[src/rtl/receptor_transacciones_i2c.sv]
// receptor_transacciones_i2c: I2C target clocked by clk; decodes START/STOP, ACKs its own
// address, captures written words and serializes read words back to the generator.
module receptor_transacciones_i2c #(
    parameter int DATA_W = 16,
    parameter int ADDR_W = 7
) (
    input  logic              clk,
    input  logic              rst,
    input  logic              SCL,
    input  logic              SDA_OE,
    input  logic              SDA_OUT,
    input  logic [ADDR_W-1:0] I2C_ADDR,
    input  logic [DATA_W-1:0] RD_DATA,
    output logic              SDA_IN,
    output logic [DATA_W-1:0] WR_DATA,
    output logic              WR_VALID,
    output logic              RD_REQ,
    output logic              BUSY
);
    localparam int CW = $clog2(DATA_W);
    typedef enum logic [2:0] {IDLE, ADDR, ACK_A, WR, ACK_W, RD, ACK_R, WAIT_STOP} state_t;
    state_t            state_q;
    logic              scl_q, sda_q, rnw_q, ph_q;
    logic [CW-1:0]     cnt_q;
    logic [DATA_W-2:0] rx_q;
    logic [DATA_W-1:0] tx_q;
    logic              sda, scl_rise, scl_fall, start, stop;
    assign sda      = SDA_OE ? SDA_OUT : SDA_IN;
    assign scl_rise = SCL & ~scl_q;
    assign scl_fall = ~SCL & scl_q;
    assign start    = scl_q & SCL & sda_q & ~sda;
    assign stop     = scl_q & SCL & ~sda_q & sda;
    assign BUSY     = state_q != IDLE;
    // ph_q marks the second half of an ACK slot (ACK_A/ACK_W driving, ACK_R reload pending)
    always_ff @(posedge clk) begin
        if (rst) begin
            state_q  <= IDLE;
            scl_q    <= 1'b1;
            sda_q    <= 1'b1;
            rnw_q    <= 1'b0;
            ph_q     <= 1'b0;
            cnt_q    <= '0;
            rx_q     <= '0;
            tx_q     <= '0;
            SDA_IN   <= 1'b1;
            WR_DATA  <= '0;
            WR_VALID <= 1'b0;
            RD_REQ   <= 1'b0;
        end else begin
            scl_q    <= SCL;
            sda_q    <= sda;
            WR_VALID <= 1'b0;
            RD_REQ   <= 1'b0;
            if (stop) begin
                state_q <= IDLE;
                SDA_IN  <= 1'b1;
                cnt_q   <= '0;
                ph_q    <= 1'b0;
            end else if (start) begin
                state_q <= ADDR;
                SDA_IN  <= 1'b1;
                cnt_q   <= '0;
                ph_q    <= 1'b0;
            end else begin
                case (state_q)
                    ADDR: if (scl_rise) begin
                        rx_q  <= {rx_q[DATA_W-3:0], sda};
                        cnt_q <= cnt_q + 1'b1;
                        if (cnt_q == CW'(ADDR_W)) begin
                            cnt_q   <= '0;
                            rnw_q   <= sda;
                            ph_q    <= 1'b0;
                            state_q <= (rx_q[ADDR_W-1:0] == I2C_ADDR) ? ACK_A : WAIT_STOP;
                        end
                    end
                    ACK_A, ACK_W: if (scl_fall) begin
                        ph_q  <= ~ph_q;
                        cnt_q <= '0;
                        if (!ph_q) begin
                            SDA_IN <= 1'b0;
                        end else if (state_q == ACK_A && rnw_q) begin
                            state_q <= RD;
                            RD_REQ  <= 1'b1;
                            tx_q    <= RD_DATA;
                            SDA_IN  <= RD_DATA[DATA_W-1];
                        end else begin
                            state_q <= WR;
                            SDA_IN  <= 1'b1;
                        end
                    end
                    WR: if (scl_rise) begin
                        rx_q  <= {rx_q[DATA_W-3:0], sda};
                        cnt_q <= cnt_q + 1'b1;
                        if (cnt_q == CW'(DATA_W - 1)) begin
                            WR_DATA  <= {rx_q, sda};
                            WR_VALID <= 1'b1;
                            ph_q     <= 1'b0;
                            state_q  <= ACK_W;
                        end
                    end
                    RD: if (scl_fall) begin
                        cnt_q <= cnt_q + 1'b1;
                        if (cnt_q == CW'(DATA_W - 1)) begin
                            SDA_IN  <= 1'b1;
                            ph_q    <= 1'b0;
                            state_q <= ACK_R;
                        end else begin
                            SDA_IN <= tx_q[DATA_W-2];
                            tx_q   <= tx_q << 1;
                        end
                    end
                    ACK_R: begin
                        if (scl_rise && !ph_q) begin
                            if (!sda) begin
                                RD_REQ <= 1'b1;
                                tx_q   <= RD_DATA;
                                ph_q   <= 1'b1;
                            end else begin
                                state_q <= WAIT_STOP;
                            end
                        end else if (scl_fall && ph_q) begin
                            state_q <= RD;
                            SDA_IN  <= tx_q[DATA_W-1];
                            cnt_q   <= '0;
                            ph_q    <= 1'b0;
                        end
                    end
                    default: SDA_IN <= 1'b1;
                endcase
            end
        end
    end
endmodule
[config.mk]
export PLATFORM = sky130hd
export DESIGN_NAME = receptor_transacciones_i2c
export DESIGN_NICKNAME = d
export VERILOG_FILES = /design/src/rtl/receptor_transacciones_i2c.sv
export SDC_FILE = /design/constraint.sdc
export NUM_CORES = 1
export LEC_CHECK = 0
export BUFFER_PORTS_ARGS = -buffer_cell sky130_fd_sc_hd__buf_4
export CAP_MARGIN = 20
export CORE_ASPECT_RATIO = 0.75
export CORE_UTILIZATION = 56
export CTS_CLUSTER_DIAMETER = 120
export DETAILED_ROUTE_END_ITERATION = 12
export MAX_ROUTING_LAYER = met4
export PLACE_DENSITY = 0.79
export SETUP_SLACK_MARGIN = 0.15
export SLEW_MARGIN = 20
export SYNTH_ARGS = -nofsm -noshare
export SYNTH_HDL_FRONTEND = slang
export SYNTH_SLANG_ARGS = --single-unit
[constraint.sdc]
create_clock -name clk -period 2.2 [get_ports clk]
set_input_delay 0.33 -clock clk [delete_from_list [all_inputs] [get_ports clk]]
set_output_delay 0.33 -clock clk [all_outputs]
set_load 0.02 [all_outputs]
Yosys cells after proc, flatten, opt, wreduce, memory -nomap -nowiden

Index checks and enable logic that the tools add are counted.
Widths: inputs -> output; s select.

Muxes and demuxes: 57
Add/subtract/negate cells: 1
Equal/unequal tests: 36
Reduce and logical (&&, ||, !) cells: 22
Bitwise logic cells: 17

Operator list:

| operator           | count |
|---|---|
| $mux 16            | 7 |
| $pmux 16 s3        | 1 |
| $mux 3             | 13 |
| $ne 3x3->1 const B | 11 |
| $mux 4             | 7 |
| $ne 2x2->1 const B | 14 |
| $mux 1             | 24 |
| $reduce_and 11->1  | 2 |
| $pmux 4 s5         | 1 |
| $pmux 3 s5         | 1 |
| $reduce_and 5->1   | 3 |
| $not 1->1          | 10 |
| $reduce_and 10->1  | 1 |
| $eq 3x3->1 const B | 3 |
| $ne 4x4->1 const B | 2 |
| $reduce_and 8->1   | 1 |
| $and 1x1->1        | 7 |
| $eq 7x7->1         | 1 |
| $reduce_and 7->1   | 1 |
| $eq 3x2->1 const B | 2 |
| $reduce_bool 3->1  | 2 |
| $reduce_bool 6->1  | 1 |
| $reduce_or 2->1    | 3 |
| $pmux 1 s5         | 1 |
| other kinds (12)   | 14 |

Logic and storage cells: 146
Bits of input ports: 28
Flip-flop bits (word level): 61
Output and inout bits: 20

Longest topological paths before layout

Word-level depth: 7
Mapped depth: 9
Mapped depth without buffers: 7

Worst setup path before layout

OpenSTA, ideal clock, no wires.

Kind: reg2reg
From: register SDA_IN
To: register tx_q[10]
Slack: 0.160 ns
Library setup time: 0.128 ns
Arrival time: 1.912 ns
Clock period less this slack: 2.040 ns
Cell stages (with the launch flop): 9
Path through: dfxtp_1 > mux2i_2 > and2_1 > nor3_1 > or4_4 > buf_6 > buf_6 > mux2i_1 > nor2_1

Longest elaborated chain between the ends: 5

Ends and longest elaborated chain:

| element                         | RTL line | text |
|---|---|---|
| start: declaration              | 14       | `output logic SDA_IN,` |
| start signal: assignment        | 85       | `SDA_IN <= RD_DATA[DATA_W-1];` |
| start signal: assignment        | 108      | `SDA_IN <= tx_q[DATA_W-2];` |
| start signal: assignment        | 123      | `SDA_IN <= tx_q[DATA_W-1];` |
| $mux 1 (*)                      | 28       | `assign sda = SDA_OE ? SDA_OUT : SDA_IN;` |
| $not 1->1                       | 31       | `assign start = scl_q & SCL & sda_q & ~sda;` |
| $and 1x1->1                     | 31       |  |
| $not 1->1 (no line)             | -        |  |
| $reduce_and 10->1 (no line) (*) | -        |  |
| end signal: assignment          | 109      | `tx_q <= tx_q << 1;` |
| end: declaration                | 26       | `logic [DATA_W-1:0] tx_q;` |

Mark *: on every way between the ends. The rest lies on a longest branch, timed or not.
A chain may end at the register's enable or synchronous reset.

Final worst setup path

From: register cnt_q[0]
To: register tx_q[5]

Longest elaborated chain between the ends: 3

Ends and longest elaborated chain:

| element                     | RTL line | text |
|---|---|---|
| start: declaration          | 24       | `logic [CW-1:0] cnt_q;` |
| start signal: assignment    | 68       | `cnt_q <= cnt_q + 1'b1;` |
| start signal: assignment    | 93       | `cnt_q <= cnt_q + 1'b1;` |
| start signal: assignment    | 102      | `cnt_q <= cnt_q + 1'b1;` |
| $eq 4x4->1                  | 103      | `if (cnt_q == CW'(DATA_W - 1)) begin` |
| $ne 2x2->1 (no line)        | -        |  |
| $reduce_and 10->1 (no line) | -        |  |

Every way passes these cells.

==> reports/results.ini <==
[drt]
drtIter0Drc=140
vias_per_cell=5.460
ant_nets=0
vias=2495
routed_wl_um=6345
drtPass1Iterations=8
wl_per_cell_um=13.88
drc=6

[floorplanning]
coreArea_sq_mm=0.004900
start_util=0.5835
die-area_sq_mm=0.005398
rows=22
fp.dieH_um=63.88
io-pin-count=48
chipWidth_um=84.51

[worst_setup_path]
crit_family=simple AND/OR/NAND/NOR gates
worst-path-stages=8
arrival_ns=2.18
worstSetupPathType=register to register
worstSetupStartpointType=register
slowest_stage=or4_4
end_kind=register
critPathRequiredTime_ns=2.41
critPathMaxFanout=10
critPathMaxStageDelay_ns=0.46
r2r_start=cnt_q[0]
reg2reg_depth=8
r2r_slack_ns=0.24
r2r_end=tx_q[5]
path_buf_inv=1
cp_cell_sequence=ha_1 > and3_4 > o21ai_1 > a21oi_1 > or4_4 > buf_12 > mux2i_2 > nor2_1

[layout]
drive_gt1_frac=0.2746
nNetsFinal=421
multi_input_area_sq_mm=0.001534
seq_area_sq_mm=0.001225
area_delta_synth_final_pct=24.42
diodes=0
final_area_sq_mm=0.003557
finalCoreUtilization=0.7260
fillers=380

[worst_hold_path]
hp-start=SCL
hold_class=primary input to register
hold_depth=2
whs_endpoint=scl_q

[pwr]
p_total_mw=3.049
p_per_area_mw_per_mm2=857.2
power.leakage_nw=1.491
peakVddDrop_v=0.0006094

[cts]
max-clock-path-buffers=2
cts_tree=yes
cts.sinks=61
cts_buffers=9
htreeDepth=3
path_clk_slew_ns=0.07
ctsHoldBuffers=0
cts_root_buf=clkbuf_8
clock_latency_ns=0.34

[grt]
grt_pass1_wl_um=10780
overflow=0
grt_pass1_vias=2366
antenna_found_initial=0
grt_max_degree=54
grtUsageTotal=0.2654

[yosys]
netlist_area_sq_mm=0.002859
synth_top_family_by_area=simple AND/OR/NAND/NOR gates
syn_area_per_cell_sq_um=8.384
synth_xor_area_frac=0.03676
synth.distinct_cells=50
yosys.area_share.simple=0.2214
synthesis.nets=370
syn_inst=341
synth_seq_cells=61
synth_compound_area_frac=0.1374
synthAdderAreaFrac=0.004376
synth_edf_count=0
synthFlopType=dfxtp_1
muxShareOfSynthArea=0.1309
synth_seq_area_share=0.4271
async_flop_share=0
yosys_warnings=0

[timing]
final-setup-viol-count=0
timing.fmax_mhz=509.6
finClkSkew_ns=0.007042
tns_ns=0
rsz0062_at_grt=true
hold_slack_ns=0.2328
slew_viol_final=0
period_share=0.8920
fin_crit_ns=1.962
timing.max_slew.rel_slack=0.6382
tightestPinTransition_ns=0.5426
hold_violations=0

[placed_design]
hpwl_um=4338
place_congestion=0.8921
port_buffers=47
placed_cell_area_sq_mm=0.003318

[run_status]
violations=design-rule violations
outcome=finished with violations

[run]
drv_cap=0

==> metal layers <==
metal  vias to the layer above  track usage  share of wire
met1                      1138       0.3295           0.46
met5                         -            -              0
met4                         0       0.1102          0.011
met2                        77       0.4106           0.46
li1                       1271            -              -
met3                         9      0.07364          0.063
==> power breakdown <==
group | switching [mW] | total, mW | internal [mW]
logic | 0.404 | 0.748 | 0.344
registers | 0.0600 | 1.22 | 1.16
clock network | 0.443 | 1.08 | 0.637
==> Yosys cell counts (3+ instances only) <==
| library cell | n | share of area |
|---|---|---|
| nand3_1 | 7 | 0.012 |
| a21oi_1 | 40 | 0.070 |
| mux2_2 | 16 | 0.063 |
| nor2_1 | 32 | 0.042 |
| clkbuf_1 | 17 | 0.022 |
| or2_2 | 3 | 0.0066 |
| mux2i_1 | 18 | 0.063 |
| and2_1 | 3 | 0.0066 |
| inv_1 | 3 | 0.0039 |
| xor2_1 | 4 | 0.012 |
| o21ai_0 | 5 | 0.0088 |
| dfxtp_1 | 61 | 0.43 |
| nand2_1 | 67 | 0.088 |
| buf_2 | 3 | 0.0053 |
| xnor2_1 | 8 | 0.025 |
| a211oi_1 | 4 | 0.011 |
| nor3_1 | 4 | 0.0070 |
| nand2b_1 | 5 | 0.011 |
| nand3b_1 | 4 | 0.011 |
==> logic make-up (layout without fill, tap and decap cells) <==
kind of cell	count (synthesis)	in the layout
AOI/OAI and AO/OA	66	66
xor gates and xnor gates	12	12
adders and majority gates	1	1
buffers and inverters	27	83
DFF	61	61
muxes	35	35
and+or+nand+nor	139	139
==> repair_timing <==
| item | CTS | global route |
|---|---|---|
| endpoints found under the setup margin | 2 | 23 |
| endpoints found under the hold margin | 0 | 0 |
| gates cloned | 0 | 0 |
| gates resized for setup | 3 | 7 |
| buffers inserted | 0 | 0 |
==> worst register-to-register path, cell delays in order, from the launching register on <==
cell     delay, ns
dfxtp_2       0.33
ha_1          0.22
and3_4        0.21
o21ai_1       0.12
a21oi_1       0.08
or4_4         0.46
buf_12        0.18
mux2i_2       0.18
nor2_1        0.05
==> cell usage in the layout, fill, tap and decap left out, types with 2 or more instances in the layout <==
cell	Yosys	final
o22ai_1	2	2
a21oi_2	1	2
mux2_2	16	16
nand2b_1	5	5
nand3_1	7	7
clkinv_4	0	2
buf_4	0	62
or2_2	3	3
a211oi_1	4	4
nor4_1	2	2
mux2i_2	1	3
xor2_1	4	4
nor3_1	4	4
nand2_1	67	67
and2_1	3	3
a21oi_1	40	39
a221oi_1	2	2
dfxtp_2	0	3
nor2_1	32	32
clkinv_2	0	2
nand3b_1	4	4
bufinv_16	0	2
clkbuf_8	0	9
inv_1	3	3
dfxtp_1	61	58
mux2i_1	18	16
xnor2_1	8	8
o21ai_0	5	4
==> state kept, by name (all words and copies together), names as in the netlist <==
signal and count:
RD_REQ 1, sda_q 1, state_q 3, WR_DATA 16, ph_q 1, cnt_q 4, rx_q 15, SDA_IN 1
scl_q 1, rnw_q 1, tx_q 16, WR_VALID 1
==> cell type report <==
type	count	share of cell area
multi-input combinational	253	0.4312
sequential	61	0.3444
timing repair buffer	64	0.1396
clock buffer	10	0.03588
clock inverter	6	0.02462
tap	60	0.02110
inverter	3	0.003166
==> worst max path at each step <==
stage               startpoint        to  slack [ns]
CTS                   cnt_q[0]  tx_q[14]        0.18
global route          cnt_q[0]  tx_q[14]        0.12
global placement        SDA_OE   tx_q[2]        0.18
finish                cnt_q[0]   tx_q[5]        0.24
floorplan               SDA_IN  tx_q[10]        0.16
detailed placement      SDA_OE  tx_q[14]        0.13
==> stage by stage <==
step / worst slack [ns] / std cells
2_1_floorplan: 0.1604 / 341
3_3_place_gp: 0.1803 / 441
3_5_place_dp: 0.1307 / 441
4_1_cts: 0.1767 / 457
5_1_grt: 0.1175 / 457
6_report: 0.2377 / 457
Power figures use the tool's default switching activity.
